### config.mk
export PLATFORM = sky130hd
export DESIGN_NAME = seg7_bcd_scan_driver
export DESIGN_NICKNAME = d
export VERILOG_FILES = /design/src/rtl/seg7_bcd_scan_driver.sv
export SDC_FILE = /design/constraint.sdc
export NUM_CORES = 1
export LEC_CHECK = 0
export BUFFER_PORTS_ARGS = -buffer_cell sky130_fd_sc_hd__buf_2
export CORE_MARGIN = 10
export CORE_UTILIZATION = 40
export CTS_BUF_LIST = sky130_fd_sc_hd__clkbuf_4
export DETAILED_ROUTE_END_ITERATION = 10
export HOLD_SLACK_MARGIN = 0.1
export PLACE_DENSITY = 0.62
export SLEW_MARGIN = 10
export SYNTH_ARGS = -nofsm -noshare
export SYNTH_HDL_FRONTEND = slang
export SYNTH_SLANG_ARGS = --single-unit
### constraint.sdc
create_clock -name clk -period 1.7 [get_ports clk]
set_input_delay 0.51 -clock clk [delete_from_list [all_inputs] [get_ports clk]]
set_output_delay 0.51 -clock clk [all_outputs]
set_load 0.01 [all_outputs]
### src/rtl/seg7_bcd_scan_driver.sv
// seg7_bcd_scan_driver
//   Converts a 14-bit binary value to four BCD digits, one double-dabble
//   iteration per clock. It then time-multiplexes those digits onto a
//   4-digit common-anode display. The digit code feeds a separate
//   4-bit-to-7-segment decoder. Code 4'hF is the blank code.
//
// Parameters
//   SCAN_DIV   : clock cycles each digit is held before advancing (>= 2)
//   CONV_STEPS : double-dabble iterations, equal to the width of value_in
//
// Ports
//   clk        in   system clock
//   rst_n      in   synchronous active-low reset
//   value_in   in   binary value to display (0..9999 valid)
//   load       in   single-cycle strobe, sampled only while busy = 0
//   busy       out  conversion in progress
//   overflow   out  displayed value came from value_in > 9999
//   digit_code out  BCD code of the enabled digit
//   digit_sel  out  index of the enabled digit, 0 = rightmost
//   an         out  active-low anode enables, an[i] low when digit_sel = i
//
// Configuration macro
//   SEG7_LEADING_ZERO_BLANK_EN : when defined, digits above the most
//   significant nonzero digit are blanked at commit. Digit 0 is always shown.
//
// Handshake: load is a one-cycle request. It is accepted only on a clock
// edge where busy = 0. A load while busy = 1 is dropped, not queued.
// busy rises the cycle after acceptance and falls in the cycle the new
// digits are committed.

module seg7_bcd_scan_driver #(
    parameter int SCAN_DIV   = 100000,
    parameter int CONV_STEPS = 14
) (
    input  logic                  clk,
    input  logic                  rst_n,
    input  logic [CONV_STEPS-1:0] value_in,
    input  logic                  load,
    output logic                  busy,
    output logic                  overflow,
    output logic [3:0]            digit_code,
    output logic [1:0]            digit_sel,
    output logic [3:0]            an
);

    localparam int CNT_W  = (SCAN_DIV > 1) ? $clog2(SCAN_DIV) : 1;
    localparam int ITER_W = $clog2(CONV_STEPS + 1);

    typedef enum logic {
        S_IDLE    = 1'b0,
        S_CONVERT = 1'b1
    } state_e;

    state_e                state_q, state_d;
    logic [CONV_STEPS-1:0] bin_q, bin_d;
    logic [15:0]           bcd_q, bcd_d;
    logic [15:0]           bcd_adj, bcd_next;
    logic [ITER_W-1:0]     iter_q, iter_d;
    logic                  over_q, over_d;
    logic [15:0]           digits_q, digits_d;
    logic                  ovf_q, ovf_d;
    logic [CNT_W-1:0]      cnt_q, cnt_d;
    logic [1:0]            sel_q, sel_d;
    logic [3:0]            an_q, an_d;
    logic [3:0]            code_q, code_d;

    // Final digit pattern written at commit. When over is set, the pattern is all blank.
    function automatic logic [15:0] commit_digits(input logic [15:0] bcd, input logic over);
        logic [15:0] r;
        r = bcd;
        if (over) begin
            r = 16'hFFFF;
        end
`ifdef SEG7_LEADING_ZERO_BLANK_EN
        else begin
            if (bcd[15:12] == 4'd0) r[15:12] = 4'hF;
            if (bcd[15:8]  == 8'd0) r[11:8]  = 4'hF;
            if (bcd[15:4]  == 12'd0) r[7:4]  = 4'hF;
        end
`endif
        return r;
    endfunction

    // One double-dabble step: add 3 to each nibble >= 5, then shift in the binary MSB.
    // Only four digits are kept. For inputs > 9999 the top carry is lost,
    // but those results are blanked anyway.
    always_comb begin
        bcd_adj = bcd_q;
        for (int i = 0; i < 4; i++) begin
            if (bcd_q[4*i +: 4] >= 4'd5) begin
                bcd_adj[4*i +: 4] = bcd_q[4*i +: 4] + 4'd3;
            end
        end
        bcd_next = {bcd_adj[14:0], bin_q[CONV_STEPS-1]};
    end

    // Conversion FSM
    always_comb begin
        state_d  = state_q;
        bin_d    = bin_q;
        bcd_d    = bcd_q;
        iter_d   = iter_q;
        over_d   = over_q;
        digits_d = digits_q;
        ovf_d    = ovf_q;
        case (state_q)
            S_IDLE: begin
                if (load) begin
                    bin_d   = value_in;
                    bcd_d   = 16'd0;
                    iter_d  = '0;
                    over_d  = (32'(value_in) > 32'd9999);
                    state_d = S_CONVERT;
                end
            end
            S_CONVERT: begin
                bin_d  = bin_q << 1;
                bcd_d  = bcd_next;
                iter_d = iter_q + 1'b1;
                // The last iteration commits the result directly. The shown digits
                // change only here, so no partial result is ever displayed.
                if (iter_q == ITER_W'(CONV_STEPS - 1)) begin
                    digits_d = commit_digits(bcd_next, over_q);
                    ovf_d    = over_q;
                    state_d  = S_IDLE;
                end
            end
            default: state_d = S_IDLE;
        endcase
    end

    // Scan: free-running dwell counter and digit select.
    // an/digit_code are registered from the next select value, so all three
    // outputs change on the same edge.
    always_comb begin
        cnt_d = cnt_q + 1'b1;
        sel_d = sel_q;
        if (cnt_q == CNT_W'(SCAN_DIV - 1)) begin
            cnt_d = '0;
            sel_d = sel_q + 2'd1;
        end
        an_d   = ~(4'b0001 << sel_d);
        code_d = digits_q[{sel_d, 2'b00} +: 4];
    end

    always_ff @(posedge clk) begin
        if (!rst_n) begin
            state_q  <= S_IDLE;
            bin_q    <= '0;
            bcd_q    <= 16'd0;
            iter_q   <= '0;
            over_q   <= 1'b0;
            digits_q <= 16'd0;
            ovf_q    <= 1'b0;
            cnt_q    <= '0;
            sel_q    <= 2'd0;
            an_q     <= 4'b1110;
            code_q   <= 4'h0;
        end else begin
            state_q  <= state_d;
            bin_q    <= bin_d;
            bcd_q    <= bcd_d;
            iter_q   <= iter_d;
            over_q   <= over_d;
            digits_q <= digits_d;
            ovf_q    <= ovf_d;
            cnt_q    <= cnt_d;
            sel_q    <= sel_d;
            an_q     <= an_d;
            code_q   <= code_d;
        end
    end

    assign busy       = (state_q == S_CONVERT);
    assign overflow   = ovf_q;
    assign digit_code = code_q;
    assign digit_sel  = sel_q;
    assign an         = an_q;

endmodule

; ---- Yosys cells after proc, flatten, opt, wreduce, memory -nomap -nowiden
; Index checks and enable logic that the tools add are counted.
; Widths: inputs -> output; s select.
[word_totals]
wordCells = 49
latch_bits = 0
romBits = 0
register_bits = 80
mem_count = 0
output_inout_bits = 12
ramBits = 0
[op_classes]
n_reduce_logical = 3
multipliers = 0
n_lt_le_gt_ge = 5
n_eq_ne = 3
n_shift = 2
addsub = 7
div_mod_pow = 0
muxes = 15
n_bitwise = 3
[ops]
columns = op, count
row1 = $mux 16, 2
row2 = $pmux 16 s2, 1
row3 = $pmux 14 s2, 1
row4 = $add 17x1->17 const B, 1
row5 = $eq 17x17->1 const B, 1
row6 = $ge 4x3->1 const B, 4
row7 = $mux 4, 4
row8 = $shiftx 16x5->4, 1
row9 = $gt 14x14->1 const B, 1
row10 = $mux 14, 1
row11 = $add 4x2->4 const B, 3
row12 = $pmux 4 s2, 1
row13 = $add 4x1->4 const B, 1
row14 = $eq 4x4->1 const B, 1
row15 = $not 4->4, 1
row16 = $reduce_and 2->1, 2
row17 = $shl 1x2->4 const A, 1
row18 = $add 3x2->3 const B, 1
row19 = $mux 3, 1
row20 = $add 2x1->2 const B, 1
row21 = $mux 1, 2
row22 = $mux 2, 1
row23 = $ne 2x2->1 const B, 1
row24 = $not 1->1, 2
row25 = 2 further kinds, 2

; ---- Longest topological paths before layout
[logic_depth]
word_depth = 4
mapped_depth = 8
ltp_nobuf = 6

; ---- Worst setup path before layout
; OpenSTA, ideal clock, no wires.
[synth_path]
kind = reg-to-reg
from = register cnt_q[0]
to = register code_q[2], in the netlist digit_code[2]
period_less_slack_ns = 1.734
setup_ns = 0.120
stages_incl_launch_ff = 8
setup_slack_ns = -0.034
t_arrival_ns = 1.614
path_cell_list = dfxtp_1 -> ha_1 -> and4_1 -> buf_4 -> nand4_4 -> buf_6 -> mux2_4 -> a211o_1
[synth_via]
elab_chain_len = 3
[synth_rtl]
columns = element, line
row1 = "start, declared", 62  ; logic [CNT_W-1:0] cnt_q, cnt_d;
row2 = "start signal, assigned", 167  ; cnt_q <= cnt_d;
row3 = $eq 17x17->1, 138  ; if (cnt_q == CNT_W'(SCAN_DIV - 1)) begin
row4 = $mux 2, 138
row5 = $shiftx 16x5->4, 143  ; code_d = digits_q[{sel_d, 2'b00} +: 4];
row6 = "end signal, assigned", 170  ; code_q <= code_d;
row7 = "end, declared", 65  ; logic [3:0] code_q, code_d;
; Every way passes these cells.
; A chain may end at the register's enable or synchronous reset.

; ---- Final worst setup path
; Ends and elaborated chain as after synthesis.

==> metrics.md <==
| Metric | Value |
|---|---|
| WHS Path Cells | 3 |
| Layout cells sized above 1 | 0.2083 |
| Synth Net Count | roughly 460 |
| CTS Buffer Depth | 2 |
| Design area | 0.004484 mm2 |
| Synth warn | 0 |
| Setup repair after global routing missed its margin | no |
| Largest net degree at the start of global routing | 35 |
| Ant diodes | 0 |
| Via density per instance | 5.102 |
| Top sig layer | met4 |
| Fillers | slightly below 1000 |
| Clock slew at reported path FFs | roughly 0.13 ns |
| Fin crit share | 0.9521 |
| Clock skew | 0.01824 ns |
| Unique masters post-synth | between 40 and 50 |
| Post-synth EDFFs | 0 |
| Syn Area/Cell | slightly below 9 um2 |
| CP endpoint kind | flop |
| CTS root buffer | clkbuf_4 |
| Post-route setup slack | about 0.081 ns |
| Synthesis-to-layout area growth | 15.17% |
| First drt pass iteration count | 6 |
| Max-Cap Viols | 0 |
| Peak VDD IR | between 0.3 and 0.4 mV |
| H-tree Lvls | 3 |
| CTS Buf Count | 9 |
| Status | completed |
| Gr usage total | 0.1177 |
| Vias in the first global route | slightly above 3000 |
| Post-synth top flop | dfxtp_1 |
| Nets | between 500 and 600 |
| Syn Inst Count | about 440 |
| CTS tree | yes |
| Wire length on met2 | 3794 um |
| Row count | 35 |
| Worst Path Arrival | around 1.9 ns |
| CP startpoint | cnt_q[0] |
| CP Launch Type | flop |
| Hold Violations, Final | 0 |
| Setup Viol. Count Final | 0 |
| Max Clk Rate | between 600 and 700 MHz |
| Total grt overflow | 0 |
| Initial DRC count | between 150 and 200 |
| Power, Total | between 3 and 4 mW |
| Syn Std Cell Area | between 0.003 and 0.004 mm2 |
| Pleak | about 1.7 nW |
| Wire per inst | approximately 13 um |
| Critical path peak fanout | 7 |
| Commonest non-fill, non-tap cell in the layout | dfxtp_1 |
| Placer Congestion | around 0.80 |
| Max-slew violations | 0 |
| Initial Util | 0.4155 |
| DP HPWL | 5964 um |
| CTS Sinks | 80 |
| Die area | ~0.014 mm2 |
| Fin util | 0.4785 |
| Crit path time final | between 1.5 and 2 ns |
| Kind of critical path | reg -> reg |
| Chip width | 118.7 um |
| Post-synthesis sequential area ratio | 0.4113 |
| Dpl ws | 0.07838 ns |
| Die Ht | ~120 um |
| Clock Latency Late Sink | 0.42 ns |
| I/O Pins | 29 |
| #FFs+latches synth | 80 |
| CTS Hold Bufs | 0 |
| Post CTS Setup Buffer Count | 0 |
| Initial antenna violation count | 0 |
| Met3 WL | between 300 and 400 um |
| Worst hold start | value_in[13] |
| R2R depth | 5 |
| Core ar. | between 0.009 and 0.01 mm2 |
| Via count | approximately 3100 |
| Antenna-violating nets left | 0 |
| Post-CTS sizing | 0 |
| First-pass GRT wire length | ~14000 um |
| M1 WL | 3923 um |
| Placed cell area | around 0.0043 mm2 |
| CP required | ~2.0 ns |
| PwrDens | between 700 and 800 mW/mm2 |
| Worst Hold Class | in -> reg |
| Worst slew pin tran | about 0.57 ns |
| Residual DRC | 0 |
| Sum of negative setup slack | 0 ns |
| Most frequent cells in the layout | dfxtp_1, o21ai_0, nor2_1, nand2_1, buf_2 |
| Origin of the critical flop-to-flop path | cnt_q[0] |
| IO buf count | 28 |
| Final WL | around 8000 um |
| Worst rel slew slack | 0.6224 |
| Asr flop ratio synth | 0 |
-- state kept, by name, summed over array words and instances (netlist names) --
| name | count |
|---|---|
| an | 4 |
| bcd_q | 16 |
| bin_q | 14 |
| busy | 1 |
| cnt_q | 17 |
| digit_code | 4 |
| digit_sel | 2 |
| digits_q | 16 |
| iter_q | 4 |
| over_q | 1 |
| overflow | 1 |
-- area by class of cell --
| class | instances | area [um2] | area share |
|---|---|---|---|
| Clock inverter | 6 | 60.06 | 0.01339 |
| Tap cell | 129 | 161.4 | 0.03599 |
| Clock buffer | 10 | 75.07 | 0.01674 |
| Timing Repair Buffer | 56 | 391.6 | 0.08733 |
| Inverter | 15 | 56.30 | 0.01256 |
| Sequential cell | 80 | 1608 | 0.3585 |
| Multi-Input combinational cell | 313 | 2132 | 0.4754 |
-- synth_stat cells (2+ instances only) --
cell	count	share of area
nand4_1	4	0.0064
mux2_2	6	0.017
nor4_1	2	0.0032
a21boi_0	5	0.0096
xnor2_1	12	0.027
clkbuf_1	16	0.015
buf_4	2	0.0039
nand2_1	30	0.029
a21oi_1	20	0.026
dfxtp_1	80	0.41
inv_1	15	0.014
ha_1	11	0.035
buf_1	2	0.0019
nand2b_1	9	0.014
o221a_2	4	0.012
o32ai_1	8	0.018
o21ai_0	41	0.053
mux2_4	2	0.0077
nor3b_1	8	0.015
and4_1	4	0.0090
nor3_1	16	0.021
nand3_1	10	0.013
a211o_1	4	0.0090
nor2_1	31	0.030
and3_1	3	0.0048
and2_1	19	0.031
mux2i_1	27	0.069
o21ba_2	3	0.0077
nor2b_1	11	0.018
or3_1	4	0.0064
xor2_1	6	0.013
buf_2	6	0.0077
-- per-layer routing --
metal  GRT usage  vias up
li1            -     1603
met1      0.1518     1450
met3     0.03332        5
met4     0.02977        0
met2      0.1885       49
met5           0        -
-- worst max-delay path, stage by stage (launching register included) --
cell     delay [ns]
dfxtp_2        0.37
ha_2           0.20
and4_4         0.24
nand4_4        0.16
mux2_4         0.34
a211o_1        0.22
-- path summary, 6_finish.rpt --
check,endpoint,slack (ns)
setup / recovery,digit_code[2],0.08
hold / removal,over_q,0.39
setup reg to reg,digit_code[2],0.08
hold reg to reg,cnt_q[0],0.45
-- metrics by stage --
step | hold WS (ns) | cells
CTS | 0.3688 | 609
global placement | 0.4167 | 593
global route | 0.4039 | 609
floorplan | 0.4081 | 435
finish | 0.3926 | 609
detailed placement | 0.4331 | 593
-- logic make-up (layout without fill, tap and decap cells) --
logic type                 after synthesis  after routing  share of synthesized area
xor gates and xnor gates                18             18                    0.04049
and+or+nand+nor                        158            158                     0.2249
buffers and inverters                   42             87                    0.04627
muxes                                   35             35                    0.09447
DFF                                     80             80                     0.4113
AOI/OAI and AO/OA                       91             91                     0.1472
adders and majority gates               11             11                    0.03535
-- where the power goes --
group          switching (mW)  internal [mW]
clock network           0.648          0.458
logic                   0.115         0.0966
registers              0.0283           1.91
(Power assumes the default switching activity.)
